==> src/rtl/io_arbiter.sv <==
// rtl/io_arbiter.sv - four-way shared IO arbiter with hold timeout, release gap and hog lockout
// Round-robin or fixed-priority grant, registered one-hot and encoded outputs.
module io_arbiter #(
   parameter int RR_EN   = 1,
   parameter int GAP     = 1,
   parameter int TMO_W   = 8,
   parameter int TIMEOUT = 200
)(
   input  logic       CLK,
   input  logic       RST_N,
   input  logic [3:0] i_req,
   input  logic [3:0] i_rel,
   output logic [3:0] o_gnt,
   output logic [1:0] o_gnt_id,
   output logic       o_gnt_valid,
   output logic       o_timeout
);

   typedef enum logic [1:0] {S_IDLE = 2'd0, S_OWN = 2'd1, S_GAP = 2'd2} state_t;

   localparam logic [TMO_W-1:0] TMO_LAST = TMO_W'(TIMEOUT - 1);
   localparam logic [1:0]       GAP_LAST = 2'(GAP - 1);
   localparam bit               TMO_ON   = (TIMEOUT != 0);

   state_t           r_state;
   state_t           w_next;
   logic [3:0]       r_gnt;
   logic [1:0]       r_gnt_id;
   logic [1:0]       r_last;
   logic [3:0]       r_mask;
   logic [TMO_W-1:0] r_timer;
   logic [1:0]       r_gap_cnt;
   logic             r_timeout;

   logic [3:0]       w_elig;
   logic             w_found;
   logic [1:0]       w_win_id;
   logic             w_rel_hit;
   logic             w_req_drop;
   logic             w_tmo_hit;
   logic             w_own_end;
   logic             w_tmo_only;

   assign w_elig = i_req & ~r_mask;

   // Search order starts just after the last winner, or at requester 3 in fixed mode.
   always_comb begin
      logic [1:0] v_idx;
      w_found  = 1'b0;
      w_win_id = 2'd0;
      v_idx    = 2'd0;
      for (int k = 0; k < 4; k++) begin
         if (RR_EN != 0) v_idx = r_last + 2'd1 + 2'(k);
         else            v_idx = 2'(3 - k);
         if (!w_found && w_elig[v_idx]) begin
            w_found  = 1'b1;
            w_win_id = v_idx;
         end
      end
   end

   assign w_rel_hit  = i_rel[r_gnt_id];
   assign w_req_drop = ~i_req[r_gnt_id];
   assign w_tmo_hit  = TMO_ON && (r_timer == TMO_LAST);
   assign w_own_end  = (r_state == S_OWN) && (w_rel_hit || w_req_drop || w_tmo_hit);
   assign w_tmo_only = w_own_end && w_tmo_hit && !w_rel_hit && !w_req_drop;

   always_ff @(posedge CLK or negedge RST_N) begin
      if (!RST_N) r_state <= S_IDLE;
      else        r_state <= w_next;
   end

   always_comb begin
      w_next = r_state;
      case (r_state)
         S_IDLE: if (w_found) w_next = S_OWN;
         S_OWN:  if (w_own_end) w_next = (GAP > 0) ? S_GAP : S_IDLE;
         S_GAP:  if (r_gap_cnt == GAP_LAST) w_next = S_IDLE;
         default: w_next = S_IDLE;
      endcase
   end

   always_ff @(posedge CLK or negedge RST_N) begin
      if (!RST_N) begin
         r_gnt     <= 4'b0;
         r_gnt_id  <= 2'd0;
         r_last    <= 2'd3;
         r_mask    <= 4'b0;
         r_timer   <= '0;
         r_gap_cnt <= 2'd0;
         r_timeout <= 1'b0;
      end else begin
         r_timeout <= w_tmo_only;
         // A requester only regains eligibility after one cycle with its request low.
         r_mask    <= (r_mask & i_req) | (w_tmo_only ? r_gnt : 4'b0);
         case (r_state)
            S_IDLE: begin
               if (w_found) begin
                  r_gnt    <= 4'b0001 << w_win_id;
                  r_gnt_id <= w_win_id;
                  r_last   <= w_win_id;
                  r_timer  <= '0;
               end
            end
            S_OWN: begin
               if (w_own_end) begin
                  r_gnt     <= 4'b0;
                  r_gap_cnt <= 2'd0;
               end else if (r_timer != '1) begin
                  r_timer <= r_timer + TMO_W'(1);
               end
            end
            S_GAP:   r_gap_cnt <= r_gap_cnt + 2'd1;
            default: r_gap_cnt <= 2'd0;
         endcase
      end
   end

   assign o_gnt       = r_gnt;
   assign o_gnt_id    = r_gnt_id;
   assign o_gnt_valid = |r_gnt;
   assign o_timeout   = r_timeout;

endmodule

==> config.mk <==
export PLATFORM = sky130hd
export DESIGN_NAME = io_arbiter
export DESIGN_NICKNAME = d
export VERILOG_FILES = /design/src/rtl/io_arbiter.sv
export SDC_FILE = /design/constraint.sdc
export NUM_CORES = 1
export LEC_CHECK = 0
export CAP_MARGIN = 30
export CELL_PAD_IN_SITES_DETAIL_PLACEMENT = 0
export CELL_PAD_IN_SITES_GLOBAL_PLACEMENT = 1
export CORE_MARGIN = 1.5
export CORE_UTILIZATION = 25
export DETAILED_ROUTE_END_ITERATION = 12
export GPL_ROUTABILITY_DRIVEN = 0
export PLACE_DENSITY_LB_ADDON = 0.1
export SETUP_SLACK_MARGIN = 0.02
export SYNTH_ARGS = -nofsm -noshare
export SYNTH_HDL_FRONTEND = slang
export SYNTH_SLANG_ARGS = --single-unit
==> constraint.sdc <==
create_clock -name CLK -period 1.83 [get_ports CLK]
set_input_delay 0.4575 -clock CLK [delete_from_list [all_inputs] [get_ports CLK]]
set_output_delay 0.4575 -clock CLK [all_outputs]
set_load 0.01 [all_outputs]
==> results.toml, run 1 <==
[global_route]
use_met3 = 0.0299
overflow = 0
grt_pass1_wl_um = 6610
grt_start_max_net_pins = 26
grt_pass1_vias = 1288
grt.busiest_layer = "met1"
use_met1 = 0.209
use_met2 = 0.194
grt_util_all_layers = 0.136
antenna_found_initial = 0

[sta]
finalClockSkew_ns = 0.00629
tightest_slew_ns = 0.357
holdWs_ns = 0.499
slew_violations = 0
slew_headroom = 0.760
hold_viol_final = 0
max_freq_ghz = 0.563
rsz0062_at_grt = "true"
fin_crit_sh = 0.971
finalSetupViolCount = 0
period_needed_ns = 1.78

[routing]
first_iter_violations = 50
firstDrtPassIters = 4
vias = 1300
ant_nets = 0
detail_route.wl_per_cell_um = 14.5
drt-vias-per-instance = 4.89
drt_wl_total_um = 3870
route.detailed.drc = 0

[layout]
final_cell_mix = "buf_4, dfrtp_1, nand2_1"
fin_nets = 207
nFillCells = 574
area_growth_pct = 38.1
fin_util = 0.362
layout_commonest_cell = "buf_4"
drive_gt1_frac = 0.304
n_antenna_cell = 0

[floorplan]
die_w_um = 79.2
core_mm2 = 0.00554
die_h_um = 79.2
dieArea_mm2 = 0.00628
initial_utilization = 0.262
num_rows = 27
io_pins = 18

[power_and_ir_drop]
p_leak_uw = 0.000884
power_density_mw_per_mm2 = 1250
peakVddDrop_uv = 540

[min_path]
min_from = "i_req[0]"
holdPathEnd = "r_mask[0]"
hold_depth = 2
hp-class = "input port to flop"

[clocking]
numCtsBuffers = 3
clk_pin_slew_worst_paths_ns = 0.10
numClockSinks = 25
ctsLongestPathBuffers = 2
cts_tree = "built"
cts_post_setup_buffers_inserted = 0
clock_latency_ns = 0.27
cts-root-buf = "clkbuf_8"
htreeDepth = 1

[yosys]
synth_edf_count = 0
synth_adder_area_share = 0.0172
syn_nets = 155
synthMuxAreaShare = 0.0655
ys.flop_type = "dfrtp_1"
synthXorXnorAreaFrac = 0.0121
synthCells = 143
synth_warnings = 0
synth_area_leader_cell = "dfrtp_1"
syn_avg_cell_area_um2 = 10.2
synth-seq-cells = 25
yosysSeqAreaShare = 0.432
synth_cell_type_count = 48
synth_area_mm2 = 0.00145
yosys.area_share.simple = 0.232
synth_compound_area_frac = 0.214
yosys-top-cells-area = "dfrtp_1, a22o_1, nand2_1"
yosysTopAreaCellShare = 0.396
async_reset_ff_frac = 1.00
synth_top_family_by_area = "simple AND/OR/NAND/NOR gates"

[setup_path]
r2r_setup_slack_ns = 0.08
crit_path_max_fanout = 8
reg2reg_from = "o_gnt_id[1]"
worstPathRequired_ns = 2.04
rr_worst_depth = 3
r2r-end = "r_timer[3]"
crit_type = "input port to flop"
endpoint_kind = "flop"
worstSetupStartpointType = "input port"
arrival_ns = 1.98

[placement]
dp_hpwl_um = 3010
port_buffers = 17

[run_status]
outcome = "complete, no violations"

[flow_run]
max-cap-violations = 0
==> state kept, by name (all words and copies together), names as in the netlist <==
name and count:
o_gnt 4, o_gnt_id 2, o_timeout 1, r_gap_cnt 2, r_last 2, r_mask 4, r_state 2, r_timer 8
==> power breakdown <==
group	internal, µW	total, µW	switching, µW	leakage, µW
sequential	706	830	124	0.000330
combinational	683	1330	651	0.000533
clock	154	342	187	0.0000217
==> worst max path at each step <==
stage / slack, ns / to / startpoint
3_5_place_dp: -0.55 / r_timer[3] / i_req[0]
6_report: 0.05 / r_timer[3] / i_rel[2]
4_1_cts: 0.02 / r_timer[3] / i_req[3]
5_1_grt: -0.003 / r_timer[3] / o_gnt_id[1]
2_1_floorplan: 0.04 / r_timer[7] / i_rel[3]
3_3_place_gp: -0.54 / r_timer[3] / i_req[0]
==> cells in the mapped netlist (2+ instances only) <==
cell and count:
dfstp_2 2, o2bb2ai_1 2, o21ai_0 6, nor2b_1 9, dfrtp_1 23, buf_2 2, nor3_1 3, nand4_1 6
mux2i_1 5, nor2_1 6, inv_1 4, mux4_2 2, or3_1 4, nand2b_1 7, o2111ai_1 2, ha_1 2
a21oi_1 5, a22o_1 8, or4_1 2, nand2_1 15
==> final cells by class <==
type                       count  area [µm²]  share of cell area
clock buffer                   3        41.3              0.0206
clock inverter                 1        7.51             0.00374
inverter                       4        15.0             0.00749
multi-input combinational    110         825               0.411
sequential                    25         628               0.313
tap                           72        90.1              0.0449
timing repair buffer          51         399               0.199
==> critical path, stage by stage <==
cell and delay (ns):
clkdlybuf4s15_1 0.18, nand2b_4 0.14, mux4_2 0.53, or4_4 0.54, a21oi_2 0.13
==> cells by family after synthesis <==
group	after synthesis
adders and majority gates	2
buffers and inverters	8
AOI/OAI and AO/OA	39
xor gates and xnor gates	2
DFF	25
and+or+nand+nor	60
muxes	7
==> repair_timing <==
| item | CTS | global route |
|---|---|---|
| hold buffers | 0 | 0 |
| pin swaps | 2 | 3 |
| setup endpoints to repair | 24 | 12 |
| resized for setup | 22 | 13 |
==> layer usage <==
metal  part of all wire  vias to the layer above
met1               0.52                      623
met3              0.036                        4
met5                  0                        -
li1                   -                      649
met2               0.43                       24
met4              0.012                        0
==> metrics by stage <==
step                      setup TNS, ns  instances  total power, µW  cell area (µm²)  setup slack, ns
after detailed placement         -10.59        262             2200             1940           -0.552
after CTS                             0        266             2540             2000           0.0237
final                                 0        266             2510             2010           0.0529
after floorplan                       0        143             1520             1450           0.0406
after global placement           -10.33        262             2200             1940           -0.536
after global routing           -0.00341        266             2720             2010         -0.00341
Power figures use the tool's default switching activity.
==> run 2: changes to the inputs <==
--- a/config.mk
+++ b/config.mk
@@ -5,10 +5,11 @@
 export SDC_FILE = /design/constraint.sdc
 export NUM_CORES = 1
 export LEC_CHECK = 0
+export ABC_AREA = 1
 export CAP_MARGIN = 30
 export CELL_PAD_IN_SITES_DETAIL_PLACEMENT = 0
 export CELL_PAD_IN_SITES_GLOBAL_PLACEMENT = 1
-export CORE_MARGIN = 1.5
+export CORE_MARGIN = 10
 export CORE_UTILIZATION = 25
 export DETAILED_ROUTE_END_ITERATION = 12
 export GPL_ROUTABILITY_DRIVEN = 0
==> run 2 against run 1 <==
  * Sequential power is 1% lower
  * Critical path depth is 6 higher
  * Synthesized cell count is 44% higher
  * Worst setup slack worse by 0.021 ns
  * Via count is 16% higher
  * Cell area is 21% higher
  * Power is 56% higher
  * Register-to-register slack worse by 0.05 ns
  * Die area is 59% higher
  * Critical endpoint is now o_gnt[1]
  * Worst hold slack better by 0.048 ns
==> results.toml, run 2 <==
[clocking]
ctsLongestPathBuffers = 2
cts-root-buf = "clkbuf_8"
ctsHoldBuffers = 0
htreeDepth = 1
clock_latency_ns = 0.27
numClockSinks = 25
numCtsBuffers = 3
clk_pin_slew_worst_paths_ns = 0.09
cts_tree = "built"

[layout]
n_antenna_cell = 0
layout_commonest_cell = "buf_4"
fin_nets = 276
final_cell_mix = "buf_4, nand2_1, inv_1, nand3_1, dfrtp_1"
seq_area_um2 = 628
area_growth_pct = 51.8
drive_gt1_frac = 0.392
multi_input_area_mm2 = 0.00106
largest_reg_flops = 8
regMostFlops = "r_timer"
fin_cells = 340
fin_util = 0.386
nFillCells = 664

[routing]
first_iter_violations = 34
detail_route.wl_per_cell_um = 13.5
drt-vias-per-instance = 4.45
ant_nets = 0
drt_wl_total_um = 4580
firstDrtPassIters = 4
route.detailed.drc = 0
vias = 1512

[yosys]
ys_top_cells_by_count = "nand2_1, nand3_1, inv_1"
synthXorXnorAreaFrac = 0.0220
synth_edf_count = 0
synth_cell_type_count = 29
syn_avg_cell_area_um2 = 7.74
async_reset_ff_frac = 1.00
synth_top_family_by_area = "simple AND/OR/NAND/NOR gates"
synth_warnings = 0
syn_nets = 218
synth_area_leader_cell = "dfrtp_1"
synth-seq-cells = 25
synthCells = 206
ys.flop_type = "dfrtp_1"
yosysSeqAreaShare = 0.394
yosys.area_share.simple = 0.397
synth_compound_area_frac = 0.0831
synth_adder_area_share = 0.0157
synth_area_mm2 = 0.00160
yosys-top-cells-area = "dfrtp_1, nand3_1, nand2_1"
yosysTopAreaCellShare = 0.361
synth.most_common_cell = "nand2_1"
synthMuxAreaShare = 0

[global_route]
grt_util_all_layers = 0.0905
grt_start_max_net_pins = 26
antenna_found_initial = 0
grt_pass1_wl_um = 7450
grt_pass1_vias = 1505
overflow = 0

[floorplan]
num_rows = 29
die_w_um = 99.9
core_mm2 = 0.00628
io_pins = 18
die_h_um = 99.9
dieArea_mm2 = 0.00998
initial_utilization = 0.254

[setup_path]
rr_worst_depth = 11
r2r-end = "o_gnt[1]"
crit_type = "flop to flop"
r2r_setup_slack_ns = 0.03
crit_path_max_fanout = 8
endpoint_kind = "flop"
reg2reg_from = "r_last[0]"
arrival_ns = 2.01
worstPathRequired_ns = 2.04
worstSetupStartpointType = "flop"

[placement]
dp_hpwl_um = 3370
port_buffers = 17
placed_cells = 322

[sta]
tightest_slew_ns = 0.575
rsz0062_at_grt = "true"
slew_violations = 0
finalClockSkew_ns = 0.00461
slew_headroom = 0.615
holdWs_ns = 0.547
finalSetupViolCount = 0
hold_viol_final = 0
fin_crit_sh = 0.982
max_freq_ghz = 0.556
period_needed_ns = 1.80

[run_status]
outcome = "complete, no violations"

[power_and_ir_drop]
peakVddDrop_uv = 648
p_leak_uw = 0.00116
power_density_mw_per_mm2 = 1620

[flow_run]
max-cap-violations = 0

[min_path]
hp-class = "input port to asynchronous set/reset pin"
## run 2: cell count changes after synthesis, moves of 5 or more
cell and change:
nor2_1 +6, mux2i_1 -5, inv_1 +23, nand2_1 +32, nor2b_1 -9, nand3_1 +37
nand2b_1 -7, nand2_2 +5, a22o_1 -8
## run 2: metal layers
layer  GRT usage  share of wire  vias up
met1       0.113           0.46      700
li1            -              -      793
met2       0.157           0.50       17
met5           0              0        -
met4     0.00992         0.0026        0
met3      0.0227          0.032        2
## run 2: where the power goes
group	internal, µW	switching, µW
Clock	152	179
Sequential	702	117
Combinational	1200	1570
## run 2: cells by family (layout without fill, tap and decap cells)
kind of cell,count (synthesis),count (layout)
AOI/OAI and AO/OA,22,22
xor gates and xnor gates,4,4
adders and majority gates,2,2
buffers and inverters,31,87
DFF,25,25
and+or+nand+nor,122,123
## run 2: worst max path at each step
stage	start	end	slack (ns)	cells past startpoint
finish	r_last[0]	o_gnt[1]	0.03	11
global route	r_last[0]	o_gnt[2]	-0.04	13
CTS	r_last[0]	o_gnt[0]	0.006	13
detailed placement	i_req[0]	r_state[1]	-0.38	10
global placement	i_req[0]	r_state[1]	-0.38	10
floorplan	r_last[0]	o_gnt_id[1]	0.18	12
## run 2: cell type report
cell class                      count  share of cell area
Sequential cell                    25               0.259
Inverter                           30              0.0548
Clock buffer                        3              0.0170
Tap cell                           77              0.0398
Multi-Input combinational cell    151               0.438
Clock inverter                      1             0.00207
Timing Repair Buffer               53               0.189
## run 2: critical path, stage by stage (launching register included)
cell and delay (ns):
dfstp_2 0.59, buf_12 0.13, inv_12 0.05, nand3_4 0.10, nand2_4 0.07, buf_4 0.15, buf_4 0.12, nand4_1 0.14
nand2_1 0.11, nor2_4 0.14, nand3_2 0.09, nand2_1 0.06
## run 2: what timing repair did
action	4_1_cts	5_1_grt
pin swaps	8	19
cloned	1	0
setup endpoints to repair	20	20
buffers inserted	5	8
gates resized for setup	22	42
## run 2: stage by stage
stage	instance area (µm²)	power (µW)	setup slack (ns)	TNS (ns)
global route	2420	4260	-0.0445	-0.417
floorplan	1600	2120	0.176	0
finish	2420	3920	0.0321	0
detailed placement	2040	2900	-0.384	-6.80
global placement	2040	2920	-0.379	-6.67
CTS	2180	3510	0.00576	0
